[config.mk]
export PLATFORM = sky130hd
export DESIGN_NAME = vga_capture
export DESIGN_NICKNAME = d
export VERILOG_FILES = /design/src/rtl/vga_capture.sv
export SDC_FILE = /design/constraint.sdc
export NUM_CORES = 1
export LEC_CHECK = 0
export BUFFER_PORTS_ARGS = -buffer_cell sky130_fd_sc_hd__buf_2
export CAP_MARGIN = 20
export CORE_ASPECT_RATIO = 0.8
export CORE_MARGIN = 2
export CORE_UTILIZATION = 41
export DETAILED_ROUTE_END_ITERATION = 8
export PLACE_DENSITY_LB_ADDON = 0.08
export SLEW_MARGIN = 10
export SYNTH_ARGS = -nofsm -noshare
export SYNTH_HDL_FRONTEND = slang
export SYNTH_SLANG_ARGS = --single-unit
[constraint.sdc]
create_clock -name clk50M -period 3.8 [get_ports clk50M]
set_input_delay 0.38 -clock clk50M [delete_from_list [all_inputs] [get_ports clk50M]]
set_output_delay 0.38 -clock clk50M [all_outputs]
set_load 0.02 [all_outputs]
[src/rtl/vga_capture.sv]
// VGA capture: locks onto a fixed active-video geometry and writes a 2x-decimated
// RGB332 image of each valid frame into a byte-addressed framebuffer.
module vga_capture #(
  parameter int ADDR_WIDTH  = 18,
  parameter int WIDTH_SHIFT = 9,
  parameter int H_ACTIVE    = 800,
  parameter int V_ACTIVE    = 600
) (
  input  logic                  clk50M,
  input  logic                  rst,
  input  logic                  hsync,
  input  logic                  vsync,
  input  logic                  de,
  input  logic [8:0]            color_in,
  output logic [ADDR_WIDTH-1:0] write_addr,
  output logic [7:0]            write_data,
  output logic                  write_enable,
  output logic                  locked,
  output logic                  frame_done,
  output logic                  sync_err
);

  typedef enum logic [1:0] {
    WAIT_SYNC,
    MEASURE,
    LOCKED
  } state_t;

  localparam logic [10:0] H_CNT = 11'(H_ACTIVE);
  localparam logic [10:0] V_CNT = 11'(V_ACTIVE);
  localparam int          SUM_W = (ADDR_WIDTH > WIDTH_SHIFT + 11) ? ADDR_WIDTH : WIDTH_SHIFT + 11;

  state_t      state;
  logic        hs_r, vs_r, de_r;
  logic [8:0]  color_r;
  logic        vs_d, de_d;
  logic [10:0] px, ln;
  logic        bad_frame;

  logic             de_fall, frame_start, hs_err;
  logic             px_ok, ln_ok, line_bad, wr_hit;
  logic [SUM_W-1:0] addr_full;

  // Input stage plus the one-cycle-delayed copies used for edge detection.
  // NOTE: non-blocking assignments make every register sample pre-edge values,
  // so vs_d/de_d genuinely lag vs_r/de_r by exactly one cycle.
  always_ff @(posedge clk50M) begin
    if (rst) begin
      hs_r    <= 1'b0;
      vs_r    <= 1'b0;
      de_r    <= 1'b0;
      color_r <= '0;
      vs_d    <= 1'b0;
      de_d    <= 1'b0;
    end else begin
      hs_r    <= hsync;
      vs_r    <= vsync;
      de_r    <= de;
      color_r <= color_in;
      vs_d    <= vs_r;
      de_d    <= de_r;
    end
  end

  assign de_fall     = de_d & ~de_r;
  assign frame_start = vs_d & ~vs_r;
  assign hs_err      = de_r & ~hs_r;
  assign px_ok       = (px == H_CNT);
  assign ln_ok       = (ln == V_CNT);
  assign line_bad    = de_fall & ~px_ok;

  // Counters saturate so a stuck de can never wrap back into the active window.
  always_ff @(posedge clk50M) begin
    if (rst) begin
      px <= '0;
      ln <= '0;
    end else begin
      if (de_fall)
        px <= '0;
      else if (de_r && px != '1)
        px <= px + 11'd1;

      if (frame_start)
        ln <= '0;
      else if (de_fall && ln != '1)
        ln <= ln + 11'd1;
    end
  end

  always_ff @(posedge clk50M) begin
    if (rst) begin
      state      <= WAIT_SYNC;
      bad_frame  <= 1'b0;
      frame_done <= 1'b0;
      sync_err   <= 1'b0;
    end else begin
      frame_done <= 1'b0;
      sync_err   <= 1'b0;
      if (hs_err) begin
        sync_err <= 1'b1;
        state    <= WAIT_SYNC;
      end else begin
        unique case (state)
          WAIT_SYNC: begin
            if (frame_start) begin
              state     <= MEASURE;
              bad_frame <= 1'b0;
            end
          end
          MEASURE: begin
            // A bad line is remembered and only reported when the frame closes.
            if (line_bad)
              bad_frame <= 1'b1;
            if (frame_start) begin
              bad_frame <= 1'b0;
              if (!(bad_frame || line_bad) && ln_ok)
                state <= LOCKED;
              else
                sync_err <= 1'b1;
            end
          end
          LOCKED: begin
            if (line_bad || (frame_start && !ln_ok)) begin
              sync_err <= 1'b1;
              state    <= WAIT_SYNC;
            end else if (frame_start) begin
              frame_done <= 1'b1;
            end
          end
          default: state <= WAIT_SYNC;
        endcase
      end
    end
  end

  assign locked = (state == LOCKED);

  // Keep every other pixel of every other line, inside the active window only.
  assign wr_hit = (state == LOCKED) & de_r & ~hs_err & ~px[0] & ~ln[0]
                & (px < H_CNT) & (ln < V_CNT);

  assign addr_full = (SUM_W'(ln[10:1]) << WIDTH_SHIFT) + SUM_W'(px[10:1]);

  always_ff @(posedge clk50M) begin
    if (rst) begin
      write_enable <= 1'b0;
      write_addr   <= '0;
      write_data   <= '0;
    end else begin
      write_enable <= wr_hit;
      if (wr_hit) begin
        write_addr <= addr_full[ADDR_WIDTH-1:0];
        write_data <= {color_r[2:0], color_r[5:3], color_r[8:7]};
      end
    end
  end

endmodule

After elaboration in Yosys (flattened, before gate mapping)
Index checks and enable logic that the tools add are counted.
{"block": "word_totals", "regBits": 68, "output_inout_bits": 30, "n_memories": 0, "inputBits": 14, "latch_bits": 0, "romBits": 0, "mem_bits_rw": 0}
{"block": "op_classes", "multipliers": 0, "add_sub_neg": 3, "bitwise": 18, "eq_ne": 11, "n_div": 0, "n_mux": 15, "shift": 0, "n_lt_le_gt_ge": 2, "reduce_logical": 16}
{"operator": "$add A11 B1 Y11 const B", "count": 2}
{"operator": "$eq A11 B10 Y1 const B", "count": 2}
{"operator": "$lt A11 B10 Y1 const B", "count": 2}
{"operator": "$ne A11 B11 Y1 const B", "count": 2}
{"operator": "$add A18 B10 Y18", "count": 1}
{"operator": "$and A1 B1 Y1", "count": 10}
{"operator": "$mux W1", "count": 8}
{"operator": "$mux W2", "count": 4}
{"operator": "$not A1 Y1", "count": 8}
{"operator": "$reduce_and A4 Y1", "count": 2}
{"operator": "$ne A2 B2 Y1 const B", "count": 3}
{"operator": "$pmux W2 S3", "count": 1}
{"operator": "$reduce_or A2 Y1", "count": 3}
{"operator": "$logic_and A1 B1 Y1", "count": 4}
{"operator": "$pmux W1 S2", "count": 2}
{"operator": "$reduce_or A4 Y1", "count": 1}
{"operator": "$ne A3 B3 Y1 const B", "count": 1}
{"operator": "$eq A2 B1 Y1 const B", "count": 1}
{"operator": "$eq A2 B2 Y1 const B", "count": 1}
{"operator": "$logic_not A1 Y1", "count": 2}
{"operator": "$logic_not A2 Y1", "count": 1}
{"operator": "$logic_or A1 B1 Y1", "count": 2}
{"operator": "$ne A2 B1 Y1 const B", "count": 1}
{"operator": "$reduce_bool A2 Y1", "count": 1}

Longest topological paths before layout
Gate-level depths: netlist (run 1).
{"block": "logic_depth", "word_depth": 10, "mapped_depth": 7}

Worst setup path before layout (run 1)
Ideal clock, no wire load.
{"block": "synth_timing", "kind": "register to register", "start": "reg ln[3]", "end": "reg write_addr[3]", "path_stages_with_launch": 8, "period_less_slack_ns": 1.882, "path_slack_ns": 1.918, "arrival_ns": 1.754, "t_required_ns": 3.672, "setup_ns": 0.128, "path_cell_list": "dfxtp_1 -> buf_6 -> a21o_1 -> a211o_1 -> a211oi_4 -> buf_6 -> mux2i_1 -> nor2_1"}
{"block": "synth_between", "elab_chain_cells": 2}
{"item": "from (decl)", "line_no": "37", "rtl": "logic [10:0] px, ln;"}
{"item": "from (signal assigned)", "line_no": "86", "rtl": "ln <= ln + 11'd1;"}
{"item": "$lt A11 B10 Y1", "line_no": "140", "rtl": "& (px < H_CNT) & (ln < V_CNT);"}
{"item": "$and A1 B1 Y1", "line_no": "140"}
{"item": "to (signal assigned)", "line_no": "152", "rtl": "write_addr <= addr_full[ADDR_WIDTH-1:0];"}
{"item": "to (decl)", "line_no": "15", "rtl": "output logic [ADDR_WIDTH-1:0] write_addr,"}
No other way between the ends.
A chain may end at the register's enable or synchronous reset.

Worst setup path in the final report (run 1)
{"block": "layout_timing", "start": "reg px[0]", "end": "reg px[9]"}
{"block": "layout_between", "elab_chain_cells": 2}
{"item": "from (decl)", "line_no": "37"}
{"item": "from (signal assigned)", "line_no": "81", "rtl": "px <= px + 11'd1;"}
{"item": "branches (longest 2 deep; another with $add A11 B1 Y11)"}
Several ways; the timed one is not identified.

==> results.ini, run 1 <==
[cts]
cts_tree = yes
root_buffer = clkbuf_8
cts.sinks = 67
post_cts_resized = 0
holdBufCountCts = 0
cts_made_buffers = 9
htreeDepth = 3
max-clock-path-buffers = 2
postCtsSetupBuffers = 0
path_clk_slew_ns = 0.07
clk_latency_ns = 0.34

[cells_and_area]
layout_commonest_cell = dfxtp_1
layout-drive-gt1-share_pct = 22.6
nNetsFinal = 358
diodes = 0
stdcell_count = 428
utilization_pct = 48.7
final_cell_mix = 67 x dfxtp_1, 44 x nor2_1, 42 x buf_2, 22 x mux2i_1
fillers = 689
area_delta_synth_final_pct = 15.4

[global_routing]
antenna_found_initial = 0
grt_pass1_vias = 1989
grt_remaining_overflow = 0
grt_max_degree = 30
grt_usage_pct = 16.2
grt_pass1_wl_microns = 9920

[critical_path]
path_max_fanout = 6
cp-start-kind = flop
required_ns = 4.01
rrSetupSlack_ns = 1.87
critPathArrivalTime_ns = 2.15
end_kind = flop
crit_type = reg2reg

[sta]
clock_skew_ns = 0.00856
tns_ns = 0
fin_hold_ws_ns = 0.246
fin_crit_ns = 1.93
rsz0062_at_grt = false
tightest_slew_ns = 0.711
setup_violations = 0
max_freq_mhz = 517
maxSlewHeadroom_pct = 52.0
post-route-period-util_pct = 50.9
hold_violations = 0
slew_violations = 0

[worst_hold_path]
hold_class = in2reg

[yosys]
synth_compound_area_share_pct = 8.77
netlist_area_sq_um = 2910
synth_top_family_by_area = simple AND/OR/NAND/NOR gates
synth_seq_cells = 67
synth_xor_area_share_pct = 6.62
yosys.area_share.adder_pct = 3.01
ys_seq_area_share_pct = 46.1
syn_inst = 299
ys_types = 41
syn_avg_cell_area_sq_um = 9.73
syn-num-nets = 320
yosys_warnings = 0
synthMuxAreaShare_pct = 7.96
synth_simple_gate_area_share_pct = 23.3

[run]
max_cap_violations = 0

[pwr]
total_power_mw = 1.42
p_leak_nw = 1.33
power_density_nw_per_um2 = 424
ir_drop_mv = 0.194

[placed_design]
dp.cells = 413
place_hpwl_microns = 4040
portBuffers = 42
gp_congestion = 0.814

[floorplanning]
initial_core_util_pct = 42.2
die-area_sq_um = 7790
io_pins = 44
rows = 27
core_sq_um = 6890
die_w_microns = 98.2
die_h_microns = 79.3

[routing]
ant_nets = 0
wl_per_cell_microns = 13.9
firstDrtPassIters = 4
drtIter0Drc = 116
vias = 2146
routed_wl_microns = 5960
via_per_inst = 5.01
drt_drc_violations_left = 0

[outcome]
status = finished, final reports clean

[synth_stat cells]
library cell	number	area, sq um
dfxtp_1	67	1340
nor2_1	44	165
mux2i_1	22	220
nor2b_1	17	106
xor2_1	17	149
nand2_1	13	48.8
clkbuf_1	10	37.5
and3_1	8	50.1
nand4_1	8	50.1
a211oi_2	7	87.6
ha_1	7	87.6
nand3_1	6	30.0
nor3_1	6	30.0
a31oi_1	5	31.3
and4_1	5	43.8
buf_6	5	56.3
nor2_2	5	31.3
xnor2_1	5	43.8
a21oi_1	4	20.0
inv_1	4	15.0
buf_2	3	15.0
nand2b_1	3	18.8
nor4_1	3	18.8
a21o_1	2	15.0
a311oi_1	2	17.5
a41oi_1	2	17.5
and2_1	2	12.5
nor3b_1	2	15.0
nor4bb_1	2	20.0
or2_2	2	12.5
a211o_1	1	8.76
a211oi_1	1	7.51
a211oi_4	1	20.0
mux2_2	1	11.3
nand4b_1	1	8.76
o21ai_0	1	5.00
o21ba_2	1	10.0
o22ai_1	1	6.26
o31a_1	1	8.76
or3_1	1	6.26
or3b_2	1	8.76
[area by class of cell]
cell class | count | area, sq um | area share, %
multi-input combinational | 210 | 1440 | 43.0
sequential | 67 | 1340 | 39.9
timing repair buffer | 45 | 233 | 6.93
clock buffer | 11 | 141 | 4.21
tap | 87 | 109 | 3.24
clock inverter | 4 | 75.1 | 2.24
inverter | 4 | 15.0 | 0.447
[flip-flops by register name, summed over array words and instances, names as in the netlist]
| signal | count |
|---|---|
| state | 2 |
| frame_done | 1 |
| de_d | 1 |
| color_r | 8 |
| write_enable | 1 |
| write_data | 8 |
| write_addr | 18 |
| vs_r | 1 |
| px | 11 |
| hs_r | 1 |
| sync_err | 1 |
| vs_d | 1 |
| bad_frame | 1 |
| de_r | 1 |
| ln | 11 |
[worst max-delay path: stages, from the launching register on]
cell and delay, ns:
dfxtp_1 0.36, ha_1 0.25, and4_1 0.20, a41oi_1 0.60
nand4_1 0.19, xor2_1 0.17, nor2_1 0.05
[cells by family (layout without fill, tap and decap cells)]
family	after synthesis	count (layout)
AOI/OAI and AO/OA	29	29
xor gates and xnor gates	22	22
adders and majority gates	7	7
buffers and inverters	22	64
DFF	67	67
muxes	23	23
and+or+nand+nor	129	129
[stage by stage]
step / cell area, sq um / setup slack (ns)
2_1_floorplan: 2910 / 1.92
3_3_place_gp: 3140 / 1.88
3_5_place_dp: 3140 / 1.89
4_1_cts: 3360 / 1.87
5_1_grt: 3360 / 1.70
6_report: 3360 / 1.87
[power by group]
part	switching, mW	internal, mW	leakage, nW
registers	0.00647	0.712	0.543
clock network	0.265	0.384	0.102
logic	0.0321	0.0237	0.685
[routing by layer]
| metal | vias up | wire [microns] | GRT usage, % |
|---|---|---|---|
| met4 | 0 | 30 | 5.34 |
| met2 | 43 | 2410 | 21.6 |
| li1 | 1106 | - | - |
| met3 | 2 | 311 | 6.60 |
| met1 | 995 | 3220 | 23.4 |
| met5 | - | 0 | 0 |
[worst paths after layout]
path                            startpoint             to  cells after the start
worst max-delay path                 px[0]          px[9]                      6
worst min-delay path                    de           de_r                      2
worst max register to register       px[0]          px[9]                      6
worst min register to register  color_r[8]  write_data[1]                      2
(Power assumes the default switching activity.)
==> inputs of run 2 (changes only) <==
==> constraint.sdc (replaced) <==
create_clock -name clk50M -period 2 [get_ports clk50M]
set_input_delay 0.2 -clock clk50M [delete_from_list [all_inputs] [get_ports clk50M]]
set_output_delay 0.2 -clock clk50M [all_outputs]
set_load 0.02 [all_outputs]
==> run 2 against run 1 <==
Routed wire length is 4.8% higher. Critical path depth grew 1. Worst setup slack worse by 1.8 ns. Global-route usage up 0.67 points. Via count grew 2.6%. Count of clock-buffer cells in the layout is 1 lower. Clock power is 57% higher. Maximum frequency up 2.3%. Sequential power is 89% higher. Cell area grew 4.2%. Hold slack worse by 0.19 ns. Critical endpoint is now write_data[2]. Highest routed layer unchanged.
==> results.ini, run 2 (synthesis results as in run 1) <==
[outcome]
status = finished, final reports clean

[global_routing]
antenna_found_initial = 0
grt_pass1_vias = 2096
grt_pass1_wl_microns = 10300
grt_max_degree = 35
grt_usage_pct = 16.9
grt_remaining_overflow = 0

[cells_and_area]
nNetsFinal = 375
layout_commonest_cell = dfxtp_1
fillers = 707
multi_input_area_sq_um = 1450
max_flop_register = write_addr
fin_area_sq_um = 3500
layout-drive-gt1-share_pct = 26.7
regArea_sq_um = 1340
reg_top3 = write_addr x18, ln x11, px x11
final_cell_mix = 67 x dfxtp_1, 44 x nor2_1, 42 x buf_2, 22 x mux2i_1
utilization_pct = 50.8
diodes = 0
area_delta_synth_final_pct = 20.3
largest_reg_flops = 18

[routing]
firstDrtPassIters = 5
drtIter0Drc = 61
vias = 2201
wl_per_cell_microns = 14.0
ant_nets = 0
drt_drc_violations_left = 0
via_per_inst = 4.93
routed_wl_microns = 6250

[sta]
clock_skew_ns = 0.0109
fin_crit_ns = 1.89
hold_violations = 0
slew_violations = 0
setup_violations = 0
tightest_slew_ns = 0.468
max_freq_mhz = 529
maxSlewHeadroom_pct = 68.7
post-route-period-util_pct = 94.6
tns_ns = 0

[pwr]
switching_share_pct = 25.3
p_int_mw = 1.87
p_leak_nw = 1.42
combinationalPowerShare_pct = 4.5
pwr-share-seq_pct = 54.6
ir_drop_mv = 0.391
power_density_nw_per_um2 = 714
p_sw_mw = 0.633
power_frac_clock_pct = 40.9

[cts]
cts.sinks = 67
root_buffer = clkbuf_8
path_clk_slew_ns = 0.08
cts_tree = yes
htreeDepth = 3
clk_latency_ns = 0.35
max-clock-path-buffers = 2
cts_made_buffers = 9

[run]
max_cap_violations = 0

[critical_path]
end_kind = flop
path_max_fanout = 17
cp-start-kind = flop
critPathArrivalTime_ns = 2.12
crit_type = reg2reg
required_ns = 2.23

[placed_design]
place_hpwl_microns = 4250
gp_congestion = 0.772
portBuffers = 42
postPlaceCellArea_sq_um = 3250

[floorplanning]
die-area_sq_um = 7790
rows = 27
die_w_microns = 98.2
initial_core_util_pct = 42.2
core_sq_um = 6890
die_h_microns = 79.3
io_pins = 44

[worst_hold_path]
hold_class = in2reg

run 2: changes by cell type in the layout (fill, tap and decap cells not counted), sizes merged:
cell,change
clkinv,+2
inv,+2
buf,+15
bufinv,-2
clkbuf,+1
run 2: final timing paths:
path,end,slack (ns),from,depth (start not counted)
worst max-delay path,write_data[2],0.11,ln[10],7
worst min-delay path,vs_r,0.05,vsync,2
worst max register to register,write_data[2],0.11,ln[10],7
worst min register to register,write_data[5],0.47,color_r[0],2
run 2: stage by stage:
| stage | setup slack (ns) | hold slack [ns] | power (mW) | cells |
|---|---|---|---|---|
| after global placement | 0.138 | 0.408 | 1.51 | 426 |
| final | 0.109 | 0.0514 | 2.50 | 446 |
| after floorplan | 0.118 | 0.328 | 1.47 | 299 |
| after CTS | 0.124 | 0.0416 | 2.53 | 442 |
| after global routing | -0.0248 | 0.0326 | 2.61 | 446 |
| after detailed placement | 0.129 | 0.413 | 1.51 | 426 |
run 2: layer usage:
| metal | up-vias | share of wire [%] | global-route usage [%] |
|---|---|---|---|
| met5 | - | 0 | 0 |
| met4 | 0 | 1.4 | 6.16 |
| met3 | 9 | 3.5 | 5.37 |
| met2 | 37 | 41 | 23.8 |
| met1 | 1013 | 55 | 24.1 |
| li1 | 1142 | - | - |
run 2: critical path: stages, from the launching register on:
cell	delay, ns
dfxtp_1	0.35
nor4_2	0.33
nand4_1	0.24
a211oi_4	0.27
buf_4	0.17
clkbuf_16	0.19
mux2i_1	0.19
nor2_1	0.05
run 2: power groups by stage:
stage / Combinational [mW] / Clock, mW / Sequential (mW)
after floorplan: 0.0774 / 0 / 1.39
after global placement: 0.113 / 0 / 1.39
after detailed placement: 0.112 / 0 / 1.40
after CTS: 0.113 / 1.05 / 1.36
after global routing: 0.127 / 1.12 / 1.37
final: 0.112 / 1.02 / 1.36
run 2: timing repair:
action / CTS / global route
setup buffers: 0 / 2
hold buffers: 0 / 0
gates resized for setup: 0 / 1
endpoints found under the setup margin: 0 / 2
run 2: final cells by class:
class | count | area share (%)
clock buffer | 10 | 3.65
clock inverter | 6 | 1.43
inverter | 4 | 0.429
multi-input combinational | 210 | 41.4
sequential | 67 | 38.3
tap | 87 | 3.11
timing repair buffer | 62 | 11.7
==> inputs of run 3 (changes only) <==
--- a/config.mk
+++ b/config.mk
@@ -5,6 +5,7 @@
 export SDC_FILE = /design/constraint.sdc
 export NUM_CORES = 1
 export LEC_CHECK = 0
+export ABC_AREA = 1
 export BUFFER_PORTS_ARGS = -buffer_cell sky130_fd_sc_hd__buf_2
 export CAP_MARGIN = 20
 export CORE_ASPECT_RATIO = 0.8
==> run 3 against run 2 <==
First-iteration DRC count is 48% higher. Synthesized area grew 2.5%. Cell count up 21%. Routed wire length decreased by 1.5%. Cell area rose by 1.1%. Largest cell class unchanged. Critical endpoint is now write_data[0]. Non-clock buffer count down 14. Critical path depth up 1. Core utilization rose by 0.082 points. Die area increased by 2.3%. Clock skew fell by 0.0040 ns.
==> results.ini, run 3 <==
[yosys]
yosys_warnings = 0
synth_edf_count = 0
synth_seq_cells = 67
syn-num-nets = 422
yosys-top-cells-count = 95 x nor2_1, 67 x dfxtp_1, 51 x nand2_1
yosys.area.top_type = dfxtp_1
netlist_area_sq_um = 2980
syn_avg_cell_area_sq_um = 7.43
syn_inst = 401
synth.area.top_cells = dfxtp_1 45%, nor2_1 12%, nand2_1 6.4%, o21ai_0 6.0%, inv_1 5.3%
yosysMostFrequentCell = nor2_1
synth_top_area_share_pct = 45.0
ys_seq_area_share_pct = 45.0
ys_types = 36
async_flop_share_pct = 0
yosys_most_used_dff = dfxtp_1

[floorplanning]
initial_core_util_pct = 42.8
io_pins = 44
die_w_microns = 99.3
die-area_sq_um = 7970
die_h_microns = 80.3
rows = 27
core_sq_um = 6960

[cts]
cts.sinks = 67
post_cts_resized = 0
path_clk_slew_ns = 0.07
cts_made_buffers = 9
cts_tree = yes
max-clock-path-buffers = 2
root_buffer = clkbuf_8
holdBufCountCts = 0
clk_latency_ns = 0.35
postCtsSetupBuffers = 0
htreeDepth = 3

[routing]
drt_drc_violations_left = 0
vias = 2508
routed_wl_microns = 6150
drtIter0Drc = 90
wl_per_cell_microns = 11.4
via_per_inst = 4.64
ant_nets = 0
firstDrtPassIters = 4

[cells_and_area]
layout_commonest_cell = nor2_1
fillers = 721
diodes = 0
area_delta_synth_final_pct = 18.8
nNetsFinal = 471
largest_reg_flops = 18
layout-drive-gt1-share_pct = 18.3
max_flop_register = write_addr
reg_top3 = write_addr x18, ln x11, px x11
fin_area_sq_um = 3540
final_cell_mix = 95 x nor2_1, 67 x dfxtp_1, 51 x nand2_1, 42 x inv_1, 42 x buf_2

[pwr]
power_density_nw_per_um2 = 931
p_leak_nw = 1.59
ir_drop_mv = 0.542

[global_routing]
grtUsageMet1_pct = 24.4
grt_usage_pct = 17.2
grt_remaining_overflow = 0
grt_pass1_vias = 2262
antenna_found_initial = 0
globalRouteMet2Util_pct = 24.5
grtUsageMet3_pct = 6.27
grt_pass1_wl_microns = 10800
grt_max_degree = 28
grt.busiest_layer = met2

[run]
max_cap_violations = 0

[sta]
setup_violations = 0
tns_ns = 0
slew_violations = 0
post-route-period-util_pct = 85.1
maxSlewHeadroom_pct = 53.8
fin_crit_ns = 1.70
tightest_slew_ns = 0.692
hold_violations = 0
clock_skew_ns = 0.00690
rsz0062_at_grt = false
max_freq_mhz = 587

[placed_design]
gp_congestion = 0.843
portBuffers = 42
place_hpwl_microns = 4470
postPlaceCellArea_sq_um = 3280

[critical_path]
cpMaxStageDelayCell = dfxtp_1
critPathTopFamily = simple AND/OR/NAND/NOR gates
cp-start-kind = flop
rr_startpoint = state[0]
cpPeakStageDelay_ns = 0.32
path_common_cell = nor2_1
required_ns = 2.24
crit_chain = inv_1 > ha_1 > nand4_1 > nor2_1 > nand3b_4 > buf_4 > o21ai_0 > nor2_1
end_kind = flop
critPathArrivalTime_ns = 1.94
crit_type = reg2reg
path_max_fanout = 21
crit_start = state[0]
cp_num_buf_inv = 2

[worst_hold_path]
hold_class = in2reg
min_from = color_in[8]

[outcome]
status = finished, final reports clean

[run 3: changes by cell type in the layout (fill, tap and decap cells not counted), moves of 15 or more]
cell	previous run	this run
nor2_1	44	95
inv_1	4	42
nand2_1	13	51
o21ai_0	1	36
mux2i_1	22	0
nor2b_1	17	0
a21oi_1	4	19
[run 3: per-layer routing]
layer / routed length, microns / share of wire [%]
met5: 0 / 0
met4: 69 / 1.1
met3: 336 / 5.5
met2: 2370 / 39
met1: 3380 / 55
[run 3: worst register-to-register path: stages (launching register included)]
cell and delay, ns:
dfxtp_1 0.32, inv_1 0.09, ha_1 0.19, nand4_1 0.10
nor2_1 0.20, nand3b_4 0.24, buf_4 0.25, o21ai_0 0.16
nor2_1 0.06
[run 3: logic make-up after synthesis]
kind of cell             after synthesis  synth area share, %
buffers and inverters                 59                 8.61
AO/OA/AOI/OAI                         64                 11.3
AND/OR/NAND/NOR                      194                 29.3
flip-flops                            67                 45.0
XOR/XNOR                              10                 2.94
adder cells (fa/ha/maj)                7                 2.94
[run 3: per-stage QoR]
stage	utilization, %	hold slack (ns)	power [mW]	std cells	setup WS, ns
6_report	50.9	0.0564	3.30	541	0.298
3_3_place_gp	47.1	0.406	1.84	526	0.302
5_1_grt	50.9	0.0401	3.46	541	0.104
4_1_cts	50.9	0.0366	3.34	541	0.265
2_1_floorplan	-	0.307	1.74	401	0.397
3_5_place_dp	47.1	0.408	1.85	526	0.283
[run 3: cell type report]
type / count / area, sq um / area share [%]
Sequential cell: 67 / 1340 / 37.9
Timing Repair Buffer: 48 / 255 / 7.21
Clock inverter: 6 / 138 / 3.89
Tap cell: 87 / 109 / 3.07
Clock buffer: 9 / 124 / 3.50
Multi-Input combinational cell: 275 / 1380 / 39.0
Inverter: 49 / 191 / 5.41
[run 3: path summary, 6_finish.rpt]
check	end	slack, ns	cells after the start
min reg2reg	vs_d	0.43	2
min	color_r[8]	0.06	3
max	write_data[0]	0.30	8
max reg2reg	write_data[0]	0.30	8
[run 3: power breakdown]
group          leakage [nW]  total [mW]  switching, mW  internal, mW
Combinational         0.920       0.391          0.249         0.141
Clock                 0.130        1.48          0.529         0.954
Sequential            0.544        1.42         0.0294          1.39
